$ cat src/rtl/lane_split_pkg.sv
// lane_split_pkg: shared types and limits for the lane_split_rx receiver.
//   ls_state_e   - receiver FSM state encoding
//   LS_WIDTH_DEF - default lane word width
//   LS_WIDTH_MAX - widest supported lane word
package lane_split_pkg;

   localparam int LS_WIDTH_DEF = 8;
   localparam int LS_WIDTH_MAX = 32;

   typedef enum logic [1:0] {
      FILL_A = 2'd0,
      PAR_A  = 2'd1,
      FILL_B = 2'd2,
      PAR_B  = 2'd3
   } ls_state_e;

endpackage

$ cat src/rtl/lane_bit_collect.sv
// lane_bit_collect: MSB-first bit shifter and word counter for lane_split_rx.
// Build option: LANE_SPLIT_RX_PARITY_EN adds a running parity accumulator.
// Ports:
//   clk, rst_n  - clock, async active-low reset
//   bit_in      - serial bit being accepted
//   shift_en    - accept bit_in into the current word
//   word        - the word as it stands including bit_in (complete when word_done)
//   word_done   - bit_in is the last bit of a word
//   word_par    - (parity build) XOR of all word bits including bit_in
//   last_bit    - (default build) next accepted bit completes a word
module lane_bit_collect
   import lane_split_pkg::*;
#(
   parameter int WIDTH = LS_WIDTH_DEF
) (
   input  logic             clk,
   input  logic             rst_n,
   input  logic             bit_in,
   input  logic             shift_en,
   output logic [WIDTH-1:0] word,
   output logic             word_done,
`ifdef LANE_SPLIT_RX_PARITY_EN
   output logic             word_par
`else
   output logic             last_bit
`endif
);

   localparam int CW = $clog2(WIDTH);
   localparam logic [CW-1:0] LAST_CNT = CW'(WIDTH - 1);

   // Only WIDTH-1 bits need storing: the final bit completes the word
   // combinationally and is consumed on the same edge.
   logic [WIDTH-2:0] sr_q, sr_d;
   logic [CW-1:0]    bitcnt_q, bitcnt_d;
   logic             at_last;

   assign at_last   = (bitcnt_q == LAST_CNT);
   assign word      = {sr_q, bit_in};
   assign word_done = shift_en && at_last;

   always_comb begin
      sr_d     = sr_q;
      bitcnt_d = bitcnt_q;
      if (shift_en) begin
         sr_d     = word[WIDTH-2:0];
         bitcnt_d = at_last ? '0 : bitcnt_q + 1'b1;
      end
   end

   always_ff @(posedge clk or negedge rst_n) begin
      if (!rst_n) begin
         sr_q     <= '0;
         bitcnt_q <= '0;
      end else begin
         sr_q     <= sr_d;
         bitcnt_q <= bitcnt_d;
      end
   end

`ifdef LANE_SPLIT_RX_PARITY_EN
   logic par_q, par_d;

   assign word_par = par_q ^ bit_in;

   always_comb begin
      par_d = par_q;
      if (shift_en) par_d = at_last ? 1'b0 : word_par;
   end

   always_ff @(posedge clk or negedge rst_n) begin
      if (!rst_n) par_q <= 1'b0;
      else        par_q <= par_d;
   end
`else
   assign last_bit = at_last;
`endif

endmodule

$ cat src/rtl/lane_split_rx.sv
// lane_split_rx: serial bit stream to paired lane words (mid1 = first, mid2 = second).
// Build option: LANE_SPLIT_RX_PARITY_EN - each word followed by an even-parity
//   bit; a mismatch sets the sticky err flag (word still delivered).
// Ports:
//   clk, rst_n           - clock, async active-low reset
//   in_bit/in_valid/in_ready - serial input handshake, MSB first
//   mid1, mid2           - registered word pair
//   mid_valid/mid_ready  - output pair handshake
//   err                  - sticky parity error (0 in default build)
//
// state  | meaning
// FILL_A | collecting the first word of a pair
// PAR_A  | waiting for the parity bit of the first word
// FILL_B | collecting the second word of a pair
// PAR_B  | waiting for the parity bit of the second word; loads the pair
module lane_split_rx
   import lane_split_pkg::*;
#(
   parameter int WIDTH = LS_WIDTH_DEF
) (
   input  logic             clk,
   input  logic             rst_n,
   input  logic             in_bit,
   input  logic             in_valid,
   output logic             in_ready,
   output logic [WIDTH-1:0] mid1,
   output logic [WIDTH-1:0] mid2,
   output logic             mid_valid,
   input  logic             mid_ready,
   output logic             err
);

   ls_state_e        state_q, state_d;
   logic [WIDTH-1:0] a_hold_q, a_hold_d;
   logic [WIDTH-1:0] mid1_q, mid1_d;
   logic [WIDTH-1:0] mid2_q, mid2_d;
   logic             mid_valid_q, mid_valid_d;

   logic [WIDTH-1:0] word;
   logic             word_done;
   logic             pair_last;
   logic             accept;
   logic             shift_en;

`ifdef LANE_SPLIT_RX_PARITY_EN
   logic [WIDTH-1:0] b_hold_q, b_hold_d;
   logic             par_exp_q, par_exp_d;
   logic             err_q, err_d;
   logic             word_par;

   assign pair_last = (state_q == PAR_B);
`else
   logic             last_bit;

   assign pair_last = (state_q == FILL_B) && last_bit;
`endif

   // Stall only the bit that would overwrite a pair nobody has taken yet.
   assign in_ready = !(pair_last && mid_valid_q && !mid_ready);
   assign accept   = in_valid && in_ready;
   assign shift_en = accept && ((state_q == FILL_A) || (state_q == FILL_B));

   lane_bit_collect #(.WIDTH(WIDTH)) u_collect (
      .clk       (clk),
      .rst_n     (rst_n),
      .bit_in    (in_bit),
      .shift_en  (shift_en),
      .word      (word),
      .word_done (word_done),
`ifdef LANE_SPLIT_RX_PARITY_EN
      .word_par  (word_par)
`else
      .last_bit  (last_bit)
`endif
   );

   always_comb begin
      state_d     = state_q;
      a_hold_d    = a_hold_q;
      mid1_d      = mid1_q;
      mid2_d      = mid2_q;
      mid_valid_d = mid_valid_q && !mid_ready;
`ifdef LANE_SPLIT_RX_PARITY_EN
      b_hold_d    = b_hold_q;
      par_exp_d   = par_exp_q;
      err_d       = err_q;
`endif
      case (state_q)
         FILL_A: begin
            if (word_done) begin
               a_hold_d = word;
`ifdef LANE_SPLIT_RX_PARITY_EN
               par_exp_d = word_par;
               state_d   = PAR_A;
`else
               state_d   = FILL_B;
`endif
            end
         end
         FILL_B: begin
            if (word_done) begin
`ifdef LANE_SPLIT_RX_PARITY_EN
               b_hold_d  = word;
               par_exp_d = word_par;
               state_d   = PAR_B;
`else
               mid1_d      = a_hold_q;
               mid2_d      = word;
               mid_valid_d = 1'b1;
               state_d     = FILL_A;
`endif
            end
         end
`ifdef LANE_SPLIT_RX_PARITY_EN
         PAR_A: begin
            if (accept) begin
               if (in_bit != par_exp_q) err_d = 1'b1;
               state_d = FILL_B;
            end
         end
         PAR_B: begin
            if (accept) begin
               if (in_bit != par_exp_q) err_d = 1'b1;
               mid1_d      = a_hold_q;
               mid2_d      = b_hold_q;
               mid_valid_d = 1'b1;
               state_d     = FILL_A;
            end
         end
`endif
         default: state_d = FILL_A;
      endcase
   end

   always_ff @(posedge clk or negedge rst_n) begin
      if (!rst_n) begin
         state_q     <= FILL_A;
         a_hold_q    <= '0;
         mid1_q      <= '0;
         mid2_q      <= '0;
         mid_valid_q <= 1'b0;
`ifdef LANE_SPLIT_RX_PARITY_EN
         b_hold_q    <= '0;
         par_exp_q   <= 1'b0;
         err_q       <= 1'b0;
`endif
      end else begin
         state_q     <= state_d;
         a_hold_q    <= a_hold_d;
         mid1_q      <= mid1_d;
         mid2_q      <= mid2_d;
         mid_valid_q <= mid_valid_d;
`ifdef LANE_SPLIT_RX_PARITY_EN
         b_hold_q    <= b_hold_d;
         par_exp_q   <= par_exp_d;
         err_q       <= err_d;
`endif
      end
   end

   assign mid1      = mid1_q;
   assign mid2      = mid2_q;
   assign mid_valid = mid_valid_q;
`ifdef LANE_SPLIT_RX_PARITY_EN
   assign err       = err_q;
`else
   assign err       = 1'b0;
`endif

endmodule
$ cat config.mk
export PLATFORM = sky130hd
export DESIGN_NAME = lane_split_rx
export DESIGN_NICKNAME = d
export VERILOG_FILES = /design/src/rtl/lane_split_pkg.sv /design/src/rtl/lane_bit_collect.sv /design/src/rtl/lane_split_rx.sv
export SDC_FILE = /design/constraint.sdc
export NUM_CORES = 1
export LEC_CHECK = 0
export BUFFER_PORTS_ARGS = -buffer_cell sky130_fd_sc_hd__clkbuf_2
export CORE_MARGIN = 5
export CORE_UTILIZATION = 39
export CTS_BUF_LIST = sky130_fd_sc_hd__clkbuf_2
export DETAILED_ROUTE_END_ITERATION = 10
export GPL_TIMING_DRIVEN = 1
export HOLD_SLACK_MARGIN = 0.08
export RECOVER_POWER = 100
export SETUP_SLACK_MARGIN = 0.3
export SLEW_MARGIN = 20
export SYNTH_ARGS = -nofsm -noshare
export SYNTH_HDL_FRONTEND = slang
export SYNTH_SLANG_ARGS = --single-unit
$ cat constraint.sdc
create_clock -name clk -period 3.75 [get_ports clk]
set_input_delay 0 -clock clk [delete_from_list [all_inputs] [get_ports clk]]
set_output_delay 0 -clock clk [all_outputs]
set_load 0.01 [all_outputs]
Word level (Yosys, flattened, before mapping). Cells that the tools add are included. Widths: inputs -> output; s select.

Reductions and logical operators: 14. Equality and inequality tests: 4. Add/sub/neg operators: 1. Mux-type cells: 6.

Operator list (count): $logic_and 1x1->1 (7); $reduce_and 2->1 (3); $mux 2 (2); $ne 2x1->1 const B (2); $pmux 2 s2 (1); $add 3x1->3 const B (1); $eq 3x3->1 const B (1); $mux 3 (1); $eq 2x2->1 const B (1); $logic_not 1->1 (2); $logic_not 2->1 (1); $mux 1 (2); $logic_or 1x1->1 (1).

Output and inout bits: 19. Input bits: 5. Logic and storage cells: 32. Flip-flop bits (word level): 37.

Depth between registers and ports, before layout.
Depth in word-level cells: 10. Gate-level depth with buffers: 7. Mapped depth without buffers: 5.

Modules after synthesis. From an unflattened synthesis, not the netlist that was laid out.

Cells, all modules: 87. Area, all modules: 1487.7 sq um.

Modules (own cells, without submodules): lane_split_rx (area each 1038.5 sq um, cells each 61, sequential area each 650.6 sq um, instances 1); lane_bit_collect (area each 449.2 sq um, cells each 26, sequential area each 250.2 sq um, instances 1).

Worst setup path before layout. OpenSTA, ideal clock, no wires.

Kind: register to register. From: register u_collect.bitcnt_q[0]. To: register u_collect.bitcnt_q[1]. Stages on the path, launching flop included: 6. Setup time: 0.125 ns. Arrival time: 1.503 ns. Path buffers: 0. Setup slack: 2.122 ns. Data required time: 3.625 ns. Clock period less this slack: 1.628 ns. Cell sequence: dfrtp_1 > ha_1 > ha_1 > nand4b_1 > nand2_2 > mux2_2.

Longest elaborated chain between the ends: 7. Elaborated cells between the ends (all ways): 9. Those cells by class: add/sub: 1; eq/ne: 1; mux: 1; reduce/logical: 6.

Ends and longest elaborated chain: from (decl) (line lane_bit_collect.sv:35) `logic [CW-1:0] bitcnt_q, bitcnt_d;`; from (signal assigned) (line lane_bit_collect.sv:57) `bitcnt_q <= bitcnt_d;`; $eq 3x3->1 (line lane_bit_collect.sv:38) `assign at_last = (bitcnt_q == LAST_CNT);`; $logic_and 1x1->1 (line lane_split_rx.sv:55) `assign pair_last = (state_q == FILL_B) && last_bit;`; $logic_and 1x1->1 (2 in a row) (line lane_split_rx.sv:59) `assign in_ready = !(pair_last && mid_valid_q && !mid_ready);`; $logic_not 1->1 (line lane_split_rx.sv:59); net in_ready (line lane_split_rx.sv:25) `output logic in_ready,`; $logic_and 1x1->1 (line lane_split_rx.sv:60) `assign accept = in_valid && in_ready;`; $logic_and 1x1->1 (line lane_split_rx.sv:61) `assign shift_en = accept && ((state_q == FILL_A) || (state_q == FILL_B));`.

The timed path passes the listed nets, and every way through them passes these cells. A chain may end at the register's enable or synchronous reset.

Worst setup path after layout.
From: register u_collect.bitcnt_q[0]. To: register mid2_q[0] (netlist: mid2[0]).

Longest elaborated chain between the ends: 9.

Ends and longest elaborated chain: $eq 3x3->1 (*) (line lane_bit_collect.sv:38); $logic_and 1x1->1 (line lane_split_rx.sv:55); $logic_and 1x1->1 (2 in a row) (line lane_split_rx.sv:59); $logic_not 1->1 (line lane_split_rx.sv:59); $logic_and 1x1->1 (line lane_split_rx.sv:60); $logic_and 1x1->1 (line lane_split_rx.sv:61); $logic_and 1x1->1 (*) (line lane_bit_collect.sv:40) `assign word_done = shift_en && at_last;`; $reduce_and 2->1 (no line) (*); to (signal assigned) (line lane_split_rx.sv:151) `mid2_q <= mid2_d;`; to (decl) (line lane_split_rx.sv:36) `logic [WIDTH-1:0] mid2_q, mid2_d;`.

Every way passes the cells marked *; elsewhere a longest branch is shown, timed or not.

==> reports/results.tsv <==
stage	metric	value	unit
outcome	result of the run	finished, violations left	
outcome	failing checks	max-capacitance violations, max-slew violations	
yosys	Yosys cell types	19	
floorplanning	Ports	24	
grt	Overflow after GRT	0	
yosys	synth warn	0	
worst_hold_path	Hold Crit Endpoint	u_collect.bitcnt_q[0]	
grt	total global-route track usage	0.103	
sta	Final Hold Vio Count	0	
pwr	Peak VDD IR	0.000247	V
pwr	power per standard cell area	701	nW/um2
floorplanning	die area	5070	um2
final_layout	# diodes	0	
place	routability cong.	0.682	
grt	vias in the first global route	804	
critical_path	Reg-to-Reg Start	u_collect.bitcnt_q[0]	
critical_path	startpoint types	flip-flop	
sta	fmax	0.514	GHz
routing	first-pass iteration count of the detailed router	4	
place	Port Buffer Count	22	
clock_tree	TritonCTS buffer count	5	
grt	largest net degree at the start of global routing	37	
critical_path	worst r2r dst	mid2[0]	
pwr	Pleak	0.000734	uW
critical_path	Required @ worst endpoint	4010	ps
critical_path	CP endpoint kind	flip-flop	
clock_tree	clk buf depth	2	
yosys	synthesized flop and latch total	36	
final_layout	fraction of layout cells with a size suffix above 1	0.297	
clock_tree	CTS tree	done	
place	pre-CTS WS	1800	ps
sta	final period utilization	0.519	
final_layout	final net count	124	
yosys	sequential fraction of the synthesis area	0.616	
routing	drt drc	0	
critical_path	critical path arrival	2200	ps
critical_path	Worst R2R Path Depth	5	
worst_hold_path	cell count of the worst hold path	3	
worst_hold_path	Tightest Hold Check Type	in -> reg	
yosys	Avg Cell Area, Syn	16.6	um2
critical_path	Setup CP Type	reg -> reg	
sta	Tmin final	1950	ps
yosys	syn_nets	95	
final_layout	fill cell count	353	
critical_path	Crit Path Max Fanout	17	
sta	setup violators final	0	
critical_path	Reg2Reg Setup Slack	1800	ps
routing	Total Wirelength	2240	um
clock_tree	post-CTS sizing	0	
final_layout	area added between synthesis and finish	9.42	%
sta	unrepaired setup endpoints after global routing	false	
floorplanning	Starting Density	0.402	
sta	worst slew pin tran	1850	ps
routing	drt wl/cell	13.5	um
sta	worst setup margin	1800	ps
floorplanning	die height	71.2	um
clock_tree	later-pin clock latency in the skew report	370	ps
yosys	Synth Instances	88	
clock_tree	CTS H-tree depth	2	
routing	Vias/cell	4.72	
sta	final slew viol count	37	
yosys	Post-Syn Area	1460	um2
place	HPWL after detailed placement	1540	um
final_layout	fin util	0.440	
clock_tree	Clock Root Buffer	clkbuf_2	
job	max cap viols	1	
clock_tree	Sink Count	36	
grt	initial antenna violation count	0	
grt	global-route wire length before repair	4040	um
routing	via count	783	
routing	post-route ant nets	0	
clock_tree	CTS clk-pin slew, worst paths	170	ps
sta	Setup Skew	18.5	ps
routing	Starting DRT DRC Count	7	
floorplanning	Core ar.	3630	um2
floorplanning	Die X	71.2	um
pwr	Tot Pwr	1120	uW
worst_hold_path	Hold Crit Start	in_valid	
sta	Rel. slew slack	-0.236	
floorplanning	FP Rows	22	
sta	Fin Setup TNS	0	ps
per-layer routing:
layer  global-route usage  routed length [um]
met1                0.145                1060
met2                0.136                1030
met3               0.0449                 113
met4               0.0501                  30
met5                    0                   0
sequential cells by signal, indices dropped and copies added (netlist names):
name	cells
mid_valid	1
u_collect.sr_q	7
a_hold_q	8
mid2	8
mid1	8
u_collect.bitcnt_q	3
state_q	1
what timing repair did:
item / 4_1_cts / 5_1_grt
hold buffers: 4 / 0
endpoints found under the hold margin: 42 / 0
setup buffers: 0 / 0
through the flow:
| stage | hold WS (ps) | instance area [um2] | cells |
|---|---|---|---|
| 3_5_place_dp | 157 | 1590 | 154 |
| 5_1_grt | 418 | 1600 | 166 |
| 3_3_place_gp | 144 | 1590 | 154 |
| 2_1_floorplan | -296 | 1460 | 88 |
| 6_report | 419 | 1600 | 166 |
| 4_1_cts | 260 | 1660 | 166 |
Yosys cell counts:
| cell | instances | area [um2] |
|---|---|---|
| nor2_1 | 1 | 3.75 |
| nand3_2 | 1 | 10.0 |
| mux2_4 | 9 | 135 |
| dfrtp_1 | 36 | 901 |
| ha_1 | 2 | 25.0 |
| inv_1 | 1 | 3.75 |
| buf_4 | 2 | 15.0 |
| nand2_1 | 1 | 3.75 |
| a21oi_1 | 2 | 10.0 |
| nand4b_1 | 1 | 8.76 |
| nand3b_1 | 1 | 7.51 |
| buf_12 | 1 | 20.0 |
| buf_6 | 1 | 11.3 |
| conb_1 | 1 | 3.75 |
| a31oi_1 | 1 | 6.26 |
| mux2_2 | 24 | 270 |
| nor2b_4 | 1 | 13.8 |
| nand2b_1 | 1 | 6.26 |
| nand2_2 | 1 | 6.26 |
placed cells by master, fill, tap and decap left out, drive strengths merged:
cell         instances
nand2                2
a21oi                2
nand3b               1
nor2                 1
a31oi                1
mux2                33
conb                 1
dlygate4sd3          4
ha                   2
dfrtp               36
clkinv               1
nor2b                1
nand2b               1
clkbuf              29
nand3                1
inv                  1
nand4b               1
power breakdown:
group          total [uW]  internal (uW)  switching (uW)
Sequential            631            545            85.6
Combinational         323            172             151
Clock                 167           50.0             117
cell type report:
| cell class | instances | area (um2) | area share |
|---|---|---|---|
| flip-flops and latches | 36 | 901 | 0.563 |
| well taps | 48 | 60.1 | 0.0376 |
| clock inverters | 1 | 3.75 | 0.00235 |
| multi-input cells | 47 | 469 | 0.293 |
| repair buffers | 26 | 126 | 0.0790 |
| clock buffers | 7 | 35.0 | 0.0219 |
| inverters | 1 | 3.75 | 0.00235 |
critical path, stage by stage, from the launching register on:
cell and delay (ps):
dfrtp_1 410, ha_1 170, ha_1 240, nand3_1 170, nor2b_4 450, mux2_2 390
kinds of logic (layout without fill, tap and decap cells):
family | count (synthesis) | after routing | share of synthesized area
flip-flops | 36 | 36 | 0.616
multiplexers | 33 | 33 | 0.277
AND/OR/NAND/NOR | 8 | 8 | 0.0411
buffers and inverters | 5 | 35 | 0.0342
AO/OA/AOI/OAI | 3 | 3 | 0.0111
adder cells (fa/ha/maj) | 2 | 2 | 0.0171
other | 1 | 1 | 0.00257
worst max-delay path by stage:
stage | start | end | depth (start not counted)
after floorplan | u_collect.bitcnt_q[0] | u_collect.bitcnt_q[1] | 5
after global placement | u_collect.bitcnt_q[0] | mid2[4] | 5
after detailed placement | u_collect.bitcnt_q[0] | mid2[0] | 5
after CTS | u_collect.bitcnt_q[0] | mid2[0] | 5
after global routing | rst_n | mid1[1] | 2
final | u_collect.bitcnt_q[0] | mid2[0] | 5
No activity file was read; power rests on OpenSTA's default activity.
